File: config.mk
export PLATFORM = sky130hd
export DESIGN_NAME = alu_share_arbiter_flat
export DESIGN_NICKNAME = d
export VERILOG_FILES = /design/src/rtl/alu_share_arbiter_pkg.sv /design/src/rtl/alu_share_arbiter_if.sv /design/src/rtl/alu_share_arbiter_rr_arbiter.sv /design/src/rtl/alu_share_arbiter.sv /design/src/flat_wrapper.sv
export SDC_FILE = /design/constraint.sdc
export NUM_CORES = 1
export LEC_CHECK = 0
export CAP_MARGIN = 20
export CORE_AREA = 2 2 123 125
export DETAILED_ROUTE_END_ITERATION = 10
export DIE_AREA = 0 0 125 127
export PLACE_DENSITY = 0.68
export SLEW_MARGIN = 20
export SYNTH_ARGS = -nofsm -noshare
export SYNTH_HDL_FRONTEND = slang
export SYNTH_SLANG_ARGS = --single-unit
File: constraint.sdc
create_clock -name clk -period 1.4 [get_ports clk]
set_clock_uncertainty 0.05 [all_clocks]
set_input_delay 0.21 -clock clk [delete_from_list [all_inputs] [get_ports clk]]
set_output_delay 0.21 -clock clk [all_outputs]
set_load 0.02 [all_outputs]
File: src/rtl/alu_share_arbiter_pkg.sv
// Shared types for the ALU sharing arbiter: data word, ALU opcode and flag bundle.
package alu_share_arbiter_pkg;

  typedef logic [31:0] word_t;

  typedef enum logic [3:0] {
    ALU_ADD = 4'd0,
    ALU_SUB = 4'd1,
    ALU_AND = 4'd2,
    ALU_OR  = 4'd3,
    ALU_XOR = 4'd4
  } aluop_t;

  typedef struct packed {
    logic negative;
    logic overflow;
    logic zero;
  } alu_flags_t;

  localparam aluop_t ALU_IDLE_OP = ALU_ADD;

  // Modulo-n increment for round-robin indices; v never exceeds 2n-1.
  function automatic int rr_wrap(int v, int n);
    return (v >= n) ? v - n : v;
  endfunction

endpackage

File: src/rtl/alu_share_arbiter_if.sv
// Requester-side bus of the arbiter and the arbiter-to-ALU connection.
interface alu_share_arbiter_if
  import alu_share_arbiter_pkg::*;
#(
  parameter int NREQ = 2
);
  logic [NREQ-1:0] req_valid;
  logic [NREQ-1:0] req_ready;
  word_t           req_a [NREQ];
  word_t           req_b [NREQ];
  aluop_t          req_op [NREQ];
  logic [NREQ-1:0] resp_valid;
  logic [NREQ-1:0] resp_ready;
  word_t           resp_out [NREQ];
  alu_flags_t      resp_flags [NREQ];

  modport master (
    output req_valid, req_a, req_b, req_op, resp_ready,
    input  req_ready, resp_valid, resp_out, resp_flags
  );

  modport slave (
    input  req_valid, req_a, req_b, req_op, resp_ready,
    output req_ready, resp_valid, resp_out, resp_flags
  );
endinterface

interface alu_if
  import alu_share_arbiter_pkg::*;
  ();
  word_t  port_A;
  word_t  port_B;
  aluop_t aluop;
  word_t  output_port;
  logic   negative;
  logic   overflow;
  logic   zero;

  // The user of the ALU drives operands and consumes results.
  modport alu (
    output port_A, port_B, aluop,
    input  output_port, negative, overflow, zero
  );

  modport unit (
    input  port_A, port_B, aluop,
    output output_port, negative, overflow, zero
  );
endinterface

File: src/rtl/alu_share_arbiter_rr_arbiter.sv
// Reusable round-robin arbiter: one-hot grant from an eligibility vector, searching from ptr.
module rr_arbiter
  import alu_share_arbiter_pkg::*;
#(
  parameter int NREQ = 2,
  parameter int PW   = $clog2(NREQ)
) (
  input  logic [NREQ-1:0] eligible,
  input  logic [PW-1:0]   ptr,
  output logic [NREQ-1:0] grant,
  output logic            grant_valid,
  output logic [PW-1:0]   grant_idx,
  output logic [PW-1:0]   next_ptr
);

  logic [PW-1:0] cand [NREQ];

  always_comb begin
    for (int k = 0; k < NREQ; k++) begin
      cand[k] = PW'(rr_wrap(int'(ptr) + k, NREQ));
    end
  end

  // Scan from the farthest offset down so the closest eligible index to ptr wins.
  always_comb begin
    grant       = '0;
    grant_valid = 1'b0;
    grant_idx   = '0;
    for (int k = NREQ - 1; k >= 0; k--) begin
      if (eligible[cand[k]]) begin
        grant_valid = 1'b1;
        grant_idx   = cand[k];
      end
    end
    if (grant_valid) begin
      grant[grant_idx] = 1'b1;
    end
    next_ptr = grant_valid ? PW'(rr_wrap(int'(grant_idx) + 1, NREQ)) : ptr;
  end

endmodule

File: src/rtl/alu_share_arbiter.sv
// Shares one external combinational ALU among NREQ requesters with round-robin grants
// and a per-requester response register held until acknowledged.
module alu_share_arbiter
  import alu_share_arbiter_pkg::*;
#(
  parameter int NREQ = 2
) (
  input  logic               clk,
  input  logic               rst,
  alu_share_arbiter_if.slave bus,
  alu_if.alu                 alu_port
);

  localparam int PW = $clog2(NREQ);

  logic [NREQ-1:0] eligible;
  logic [NREQ-1:0] grant;
  logic            grant_valid;
  logic [PW-1:0]   grant_idx;
  logic [PW-1:0]   rr_ptr;
  logic [PW-1:0]   next_ptr;
  logic [NREQ-1:0] resp_valid;
  word_t           resp_out [NREQ];
  alu_flags_t      resp_flags [NREQ];

  // A slot draining this cycle may be refilled; reset suppresses every grant.
  always_comb begin
    for (int i = 0; i < NREQ; i++) begin
      eligible[i] = !rst && bus.req_valid[i] && (!resp_valid[i] || bus.resp_ready[i]);
    end
  end

  rr_arbiter #(
    .NREQ (NREQ),
    .PW   (PW)
  ) u_rr_arbiter (
    .eligible    (eligible),
    .ptr         (rr_ptr),
    .grant       (grant),
    .grant_valid (grant_valid),
    .grant_idx   (grant_idx),
    .next_ptr    (next_ptr)
  );

  always_comb begin
    alu_port.port_A = '0;
    alu_port.port_B = '0;
    alu_port.aluop  = ALU_IDLE_OP;
    if (grant_valid) begin
      alu_port.port_A = bus.req_a[grant_idx];
      alu_port.port_B = bus.req_b[grant_idx];
      alu_port.aluop  = bus.req_op[grant_idx];
    end
  end

  always_ff @(posedge clk) begin
    if (rst) begin
      rr_ptr     <= '0;
      resp_valid <= '0;
      for (int i = 0; i < NREQ; i++) begin
        resp_out[i]   <= '0;
        resp_flags[i] <= '0;
      end
    end else begin
      rr_ptr <= next_ptr;
      for (int i = 0; i < NREQ; i++) begin
        if (grant[i]) begin
          resp_valid[i] <= 1'b1;
          resp_out[i]   <= alu_port.output_port;
          resp_flags[i] <= '{negative: alu_port.negative,
                             overflow: alu_port.overflow,
                             zero:     alu_port.zero};
        end else if (bus.resp_ready[i]) begin
          resp_valid[i] <= 1'b0;
        end
      end
    end
  end

  assign bus.req_ready  = grant;
  assign bus.resp_valid = resp_valid;
  assign bus.resp_out   = resp_out;
  assign bus.resp_flags = resp_flags;

endmodule

File: src/flat_wrapper.sv
// flat-port wrapper written by rule: the top's interface ports become plain ports
module alu_share_arbiter_flat import alu_share_arbiter_pkg::*;
#(
  parameter int NREQ = 2
)
  (clk, rst, bus_req_valid, bus_req_a, bus_req_b, bus_req_op, bus_resp_ready, bus_req_ready, bus_resp_valid, bus_resp_out, bus_resp_flags, alu_port_port_A, alu_port_port_B, alu_port_aluop, alu_port_output_port, alu_port_negative, alu_port_overflow, alu_port_zero);
  alu_share_arbiter_if #(.NREQ(NREQ)) bus_i ();
  alu_if alu_port_i ();
  input  logic clk;
  input  logic rst;
  input wire logic [$bits(bus_i.req_valid)-1:0] bus_req_valid;
  input wire logic [$bits(bus_i.req_a)-1:0] bus_req_a;
  input wire logic [$bits(bus_i.req_b)-1:0] bus_req_b;
  input wire logic [$bits(bus_i.req_op)-1:0] bus_req_op;
  input wire logic [$bits(bus_i.resp_ready)-1:0] bus_resp_ready;
  output wire logic [$bits(bus_i.req_ready)-1:0] bus_req_ready;
  output wire logic [$bits(bus_i.resp_valid)-1:0] bus_resp_valid;
  output wire logic [$bits(bus_i.resp_out)-1:0] bus_resp_out;
  output wire logic [$bits(bus_i.resp_flags)-1:0] bus_resp_flags;
  output wire logic [$bits(alu_port_i.port_A)-1:0] alu_port_port_A;
  output wire logic [$bits(alu_port_i.port_B)-1:0] alu_port_port_B;
  output wire logic [$bits(alu_port_i.aluop)-1:0] alu_port_aluop;
  input wire logic [$bits(alu_port_i.output_port)-1:0] alu_port_output_port;
  input wire logic [$bits(alu_port_i.negative)-1:0] alu_port_negative;
  input wire logic [$bits(alu_port_i.overflow)-1:0] alu_port_overflow;
  input wire logic [$bits(alu_port_i.zero)-1:0] alu_port_zero;
  assign bus_i.req_valid = bus_req_valid;
  assign bus_i.req_a = {>>{bus_req_a}};
  assign bus_i.req_b = {>>{bus_req_b}};
  assign bus_i.req_op = {>>{bus_req_op}};
  assign bus_i.resp_ready = bus_resp_ready;
  assign bus_req_ready = bus_i.req_ready;
  assign bus_resp_valid = bus_i.resp_valid;
  assign bus_resp_out = {>>{bus_i.resp_out}};
  assign bus_resp_flags = {>>{bus_i.resp_flags}};
  assign alu_port_port_A = alu_port_i.port_A;
  assign alu_port_port_B = alu_port_i.port_B;
  assign alu_port_aluop = alu_port_i.aluop;
  assign alu_port_i.output_port = alu_port_output_port;
  assign alu_port_i.negative = alu_port_negative;
  assign alu_port_i.overflow = alu_port_overflow;
  assign alu_port_i.zero = alu_port_zero;
  alu_share_arbiter #(.NREQ(NREQ)) u_core (.clk(clk), .rst(rst), .bus(bus_i), .alu_port(alu_port_i));
endmodule
# Yosys cells after proc, flatten, opt, wreduce, memory -nomap -nowiden
# Cells that the tools add are included.
# W data, S select, Z words.
dict set report word_totals {
  register_bits 73
  input_bits 177
  output_inout_bits 142
  elab_cells 67
}
dict set report op_classes {
  addsub 5
  n_lt_le_gt_ge 8
  muxes 30
  bitwise_logic 1
  n_reduce_logical 12
}
# op count
set op_table {}
lappend op_table {{$mux W32} 8}
lappend op_table {{$mux W1} 16}
lappend op_table {{$mux W4} 4}
lappend op_table {{$ge A2 B2 Y1 const B} 3}
lappend op_table {{$lt A1 B2 Y1 const B} 3}
lappend op_table {{$logic_and A1 B1 Y1} 5}
lappend op_table {{$add A1 B1 Y2 const B} 2}
lappend op_table {{$reduce_bool A2 Y1} 2}
lappend op_table {{$logic_not A1 Y1} 3}
lappend op_table {{$sub A1 B1 Y1 const B} 3}
lappend op_table {{$ge A1 B2 Y1 const B} 1}
lappend op_table {{$logic_or A1 B1 Y1} 2}
lappend op_table {{$mux W2} 1}
lappend op_table {{$not A1 Y2} 1}
lappend op_table {{$demux W1 S1} 1}
lappend op_table {{$ge A1 B1 Y1 const B} 1}

# Depth between registers and ports, before layout
dict set report depth {
  ltp_word 13
  depth_mapped 6
  depth_no_buf 4
}

# Cells and area by module
# From an unflattened synthesis, not the netlist that was laid out.
dict set report unflattened {
  cells_unflattened 394
  area_unflattened_um2 3848.7
}
# module n_inst cells_each area_per_inst_um2 seq_area_each_um2
set by_module_without_submodules {}
lappend by_module_without_submodules {alu_share_arbiter 1 387 3797.4 1461.4}
lappend by_module_without_submodules {rr_arbiter 1 7 51.3 0.0}

# Least setup slack after synthesis
# Ideal clock, no wire load.
dict set report synth_timing {
  path_kind {reg2out}
  start {reg u_core.resp_valid[1], in the netlist u_core.bus.resp_valid[1]}
  end {out alu_port_aluop[0]}
  t_arrival_ns 1.559
  t_required_ns 1.140
  path_slack_ns -0.419
  stages_incl_launch_ff 7
  n_path_buf 2
  path_cell_list {dfxtp_1 > nand2b_4 > a311o_1 > buf_4 > clkinv_4 > buf_6 > a32o_1}
}
dict set report synth_between {
  elab_chain_cells 12
  word_cells_on_any_way 16
  cone_classes {mux (12); bitwise (1); reduce/logical (3)}
}
# element line
set synth_rtl {}
lappend synth_rtl {{from (decl)} alu_share_arbiter.sv:22} ;# logic [NREQ-1:0] resp_valid;
lappend synth_rtl {{from (signal assigned)} alu_share_arbiter.sv:59} ;# resp_valid <= '0;
lappend synth_rtl {{from (signal, indexed assignment)} alu_share_arbiter.sv:68} ;# resp_valid[i] <= 1'b1;
lappend synth_rtl {{from (signal, indexed assignment)} alu_share_arbiter.sv:74} ;# resp_valid[i] <= 1'b0;
lappend synth_rtl {{$logic_not A1 Y1 (*)} alu_share_arbiter.sv:29} ;# eligible[i] = !rst && bus.req_valid[i] && (!resp_valid[i] || bus.resp_ready[i]);
lappend synth_rtl {{$logic_or A1 B1 Y1 (*)} alu_share_arbiter.sv:29}
lappend synth_rtl {{$logic_and A1 B1 Y1 (*)} alu_share_arbiter.sv:29}
lappend synth_rtl {{$mux W1 (not written as such) (2 in a row)} alu_share_arbiter_rr_arbiter.sv:30} ;# if (eligible[cand[k]]) begin
lappend synth_rtl {{$mux W1 (2 in a row)} alu_share_arbiter_rr_arbiter.sv:30}
lappend synth_rtl {{$not A1 Y2 (not written as such)} alu_share_arbiter.sv:52} ;# alu_port.aluop = bus.req_op[grant_idx];
lappend synth_rtl {{$mux W4 (not written as such) (3 in a row)} alu_share_arbiter.sv:52}
lappend synth_rtl {{$mux W4 (*)} alu_share_arbiter.sv:49} ;# if (grant_valid) begin
lappend synth_rtl {{to (decl)} flat_wrapper.sv:22} ;# output wire logic [$bits(alu_port_i.aluop)-1:0] alu_port_aluop;
# Every way passes the cells marked *; elsewhere a longest branch is shown, timed or not. The select of a mux whose other input is x is not followed.

# Worst setup path in the final report
dict set report layout_timing {
  start {reg u_core.resp_valid[0], in the netlist u_core.bus.resp_valid[0]}
  end {out alu_port_port_B[25]}
}
dict set report layout_between {
  elab_chain_cells 12
  word_cells_on_any_way 16
  cone_classes {mux (12); bitwise (1); reduce/logical (3)}
}
# element line
set layout_rtl {}
lappend layout_rtl {{$logic_not A1 Y1 (*)} alu_share_arbiter.sv:29}
lappend layout_rtl {{$logic_or A1 B1 Y1 (*)} alu_share_arbiter.sv:29}
lappend layout_rtl {{$logic_and A1 B1 Y1 (*)} alu_share_arbiter.sv:29}
lappend layout_rtl {{$mux W1 (not written as such) (2 in a row)} alu_share_arbiter_rr_arbiter.sv:30}
lappend layout_rtl {{$mux W1 (2 in a row)} alu_share_arbiter_rr_arbiter.sv:30}
lappend layout_rtl {{$not A1 Y2 (not written as such)} alu_share_arbiter.sv:51} ;# alu_port.port_B = bus.req_b[grant_idx];
lappend layout_rtl {{$mux W32 (not written as such) (3 in a row)} alu_share_arbiter.sv:51}
lappend layout_rtl {{$mux W32 (*)} alu_share_arbiter.sv:49}
lappend layout_rtl {{to (decl)} flat_wrapper.sv:21} ;# output wire logic [$bits(alu_port_i.port_B)-1:0] alu_port_port_B;
# Marks and branches as above.

==> results by stage <==
Setup path:
- The master of the slowest instance on the critical path is sky130_fd_sc_hd__o311a_4.
- The top cell family by delay on the critical path is compound AO/OA/AOI/OAI gates.
- Walking the worst path, the cells encountered are nor2b_4 -> o311a_4 -> buf_12 -> a32o_2 -> clkdlybuf4s15_2.
- Data on the critical path is required at its endpoint by between 1 and 1.5 ns.
- Along the worst path, the maximum fanout reaches 13.
- STA classifies the critical path endpoint as an output pin.
- The nature of the critical path startpoint is a flop.
- The combined buffer and inverter count along the critical path is 2.
- The depth of the most critical reg-to-reg path is 6.
- The arrival time of the worst setup path is about 1.9 ns.
- The critical path crosses 5 cells after its start point.
- The category of the most critical setup path is reg2out.
- The delay of the slowest critical-path stage is 0.39 ns.

Power:
- The static leakage power is around 4.0 nW.
- In this run, flip-flops and latches consume 32.7% of the power.
- Of the total power, the clock network draws roughly 33%.
- The combinational fraction of design power is between 30% and 40%.
- Internal power comes to 4.896 mW.
- The maximum VDD drop is ~600 uV.
- The switching share of power is between 20% and 30%.
- Dividing total power by cell area gives a power density of 880.6 nW/um^2.
- The net switching power is 2.062 mW.

Die:
- The die height is 127 um.
- After floorplanning, the core was sized to cover ~14,000 sq um.
- The die width is 125 um.
- The floorplan has 44 rows.
- The die covers roughly 16,000 sq um.
- The initial standard-cell utilization of the core is 25.30%.
- Pin placement for this block handled roughly 320 I/O pins.

STA:
- The final-layout setup total negative slack is -58.09 ns.
- The number of max-slew violations in the final report came to 0.
- Setup repair after global routing could not meet its margin everywhere.
- The share of the clock period used by the worst path is 152.3%.
- In this run the tightest slew margin relative to its limit is slightly above 70%.
- The total setup violations reported at the end of the flow is 141.
- The final count of hold timing violations was 0.
- The maximum clock frequency is between 400 and 500 MHz.
- The transition time of the tightest slew-check pin is 0.4346 ns.
- Subtracting the final worst setup slack from the clock period gives 2.132 ns.
- The final setup slack of the worst path is -0.7315 ns.

Logic synthesis:
- The number of nets handed over by synthesis was around 550.
- After synthesis the cells add up to around 3600 sq um.
- Of all flip-flops after synthesis, the portion carrying an async set or reset was 0%.
- The number of standard cells after synthesis is about 370.
- During synthesis, Yosys emitted a total of 0 warnings.
- Ranked by total cell area, the synthesized netlist is headed by sky130_fd_sc_hd__dfxtp_1 40%, sky130_fd_sc_hd__mux2i_1 19%, sky130_fd_sc_hd__a32o_1 19%.
- The top cell type by total area after synthesis is sky130_fd_sc_hd__dfxtp_1.
- The flip-flop cell with the highest count after synthesis is sky130_fd_sc_hd__dfxtp_1.
- The post-synthesis cell type count is 22.
- Counting flops and latches in the post-synthesis netlist gives 73.
- In this run the biggest area consumer among cell types represents about two fifths of the synthesized area.
- The cell with the most instances after synthesis is sky130_fd_sc_hd__nand2_1.
- Of the synthesized area, sequential elements account for 40.04%.
- The post-synthesis average cell area is between 9 and 10 sq um.
- The number of enable-type register cells in the synthesized netlist is 0.
- The commonest cells after synthesis are 105 x sky130_fd_sc_hd__nand2_1, 73 x sky130_fd_sc_hd__dfxtp_1, 70 x sky130_fd_sc_hd__mux2i_1.

Clock tree:
- The clock edge transition at the registers on the reported setup and hold paths is around 0.06 ns.
- The total clock buffers created by CTS is 9.
- The clock tree from TritonCTS is yes.
- The maximum root-to-sink buffer count is 2.
- CTS saw 73 sinks.
- The H-tree depth reported by CTS is 3.
- The clock latency on the worst-skew pair is roughly 0.33 ns.
- The tree is rooted in a sky130_fd_sc_hd__clkbuf_16.

Layout:
- The count of placed standard cells in the final layout, fillers left out is about 900.
- The area added between synthesis and finish is 116.5%.
- The layout filler cell count is 1,286.
- Cells with a size suffix above 1 make up a little under a third of the layout.
- The area taken by flip-flops and latches is 1466 sq um.
- The total area of multi-input combinational cells is around 2000 sq um.
- The final layout contains ~880 nets.

Worst hold path:
- The min-delay analysis places its worst path in the category in2reg.
- The worst hold path depth is 4.

GRT:
- The wire length of the first global-routing pass is between 20,000 and 30,000 um.
- The via count of the first global-routing pass is between 4,000 and 5,000.
- Entering global routing, the biggest net connects 62 pins.
- The number of antenna violations at the first check in global routing came to 2.
- The global-route usage over all layers is between 20% and 30%.
- The total congestion overflow after global routing is 0.

Placed design:
- At the end of routability-driven placement, the weighted congestion stood at between 0.9 and 1.
- Prior to clock tree synthesis, the placed netlist has a worst setup slack of -1.168 ns.
- The HPWL after detailed placement is 13,110 um.
- In this run, placement finished with an instance count of approximately 860.
- In this run the tool buffered the top-level ports with 318 buffer cells.

Status:
- The checks that failed: negative setup slack.
- The flow ran to the end, but the final reports show violations.

Detailed routing:
- The first routing iteration left approximately 240 violations.
- The via count is 4,358.
- The vias per cell is a little under 5.
- The detailed-route wire length is 18,720 um.
- Dividing the detail-routed wire length by the instance count gives 20.89 um.
- For this run, design rule violations remaining after detail routing come to 0.
- The iteration count of the initial detailed-routing pass is 4.
- The count of nets left with antenna violations once routing finished came out at 0.

Run:
- Max-cap violations in this run came to 0.
-- logic make-up (layout without fill, tap and decap cells) --
group / after synthesis / after routing / synth area share [%]
AND/OR/NAND/NOR: 111 / 111 / 12.27
other: 0 / 2 / 0
multiplexers: 70 / 70 / 19.20
buffers and inverters: 43 / 381 / 8.228
AO/OA/AOI/OAI: 75 / 75 / 20.26
flip-flops: 73 / 73 / 40.04
-- worst paths after layout --
path | to | startpoint | slack [ns]
hold / removal | u_core.bus.resp_valid[1] | bus_resp_ready[1] | 0.25
setup / recovery | alu_port_port_B[25] | u_core.bus.resp_valid[0] | -0.73
hold reg to reg | u_core.bus.resp_out[45] | u_core.bus.resp_out[45] | 0.40
setup reg to reg | u_core.bus.resp_out[37] | u_core.bus.resp_valid[0] | -0.27
-- worst reg2reg max path, cell delays in order, from the launching register on --
cell and delay (ns):
sky130_fd_sc_hd__dfxtp_2 0.32, sky130_fd_sc_hd__nor2b_4 0.13, sky130_fd_sc_hd__a311o_2 0.42, sky130_fd_sc_hd__buf_12 0.17, sky130_fd_sc_hd__buf_16 0.16, sky130_fd_sc_hd__buf_16 0.15, sky130_fd_sc_hd__mux2i_2 0.15
-- power by group through the flow --
stage / Combinational, mW / Clock (mW) / Sequential [mW]
3_5_place_dp: 2.19 / 0 / 2.33
6_report: 2.40 / 2.28 / 2.28
4_1_cts: 2.30 / 2.32 / 2.28
2_1_floorplan: 0.842 / 0 / 2.48
5_1_grt: 2.53 / 2.39 / 2.29
3_3_place_gp: 2.17 / 0 / 2.32
-- routing by layer --
metal  up-vias  share of wire (%)  track usage [%]
li1       2056                  -                -
met1      2069                 37            24.94
met2       199                 53            40.31
met3        34                6.8            6.156
met4         0                3.5            9.020
met5         -                  0                0
-- registers in the layout, summed over array words and instances (netlist names) --
| name | flops |
|---|---|
| u_core.bus.resp_flags | 6 |
| u_core.bus.resp_out | 64 |
| u_core.bus.resp_valid | 2 |
| u_core.rr_ptr | 1 |
-- per-stage QoR --
stage | instance area [sq um] | total power, mW | hold WS [ns] | utilization (%)
after global routing | 7901 | 7.205 | 0.2697 | 54.78
after floorplan | 3764 | 3.319 | 0.2194 | -
final | 7901 | 6.958 | 0.2521 | 54.78
after global placement | 7131 | 4.491 | 0.3945 | 49.44
after detailed placement | 7131 | 4.516 | 0.4005 | 49.44
after CTS | 7692 | 6.893 | 0.2600 | 53.33
-- area by class of cell --
type	count	share of cell area (%)
clock inverter	7	0.8868
timing repair inverter	3	0.7918
tap	184	2.914
clock buffer	9	2.850
timing repair buffer	360	47.84
multi-input combinational	256	25.64
inverter	2	0.4592
sequential	73	18.56
antenna	2	0.06334
-- cells in the final DEF (no fill, tap or decap), drive strengths merged --
master	count
nand2b	2
clkdlybuf4s50	172
o21a	1
nand3	1
dfxtp	73
nand2	105
o311a	1
buf	106
nor2b	1
mux2i	70
clkbuf	12
a311o	1
clkdlybuf4s15	4
clkinv	7
o31ai	1
inv	2
a32o	68
dlygate4sd2	74
o311ai	1
a21oi	1
bufinv	1
clkinvlp	2
nor2	2
diode	2
dlymetal6s2s	1
o211a	1
-- what timing repair did --
action / 4_1_cts / 5_1_grt
gates resized for setup: 416 / 89
hold buffers: 0 / 0
setup endpoints to repair: 213 / 142
pin swaps: 5 / 4
setup buffers: 13 / 1
gates cloned: 11 / 3
Power figures use the tool's default switching activity.
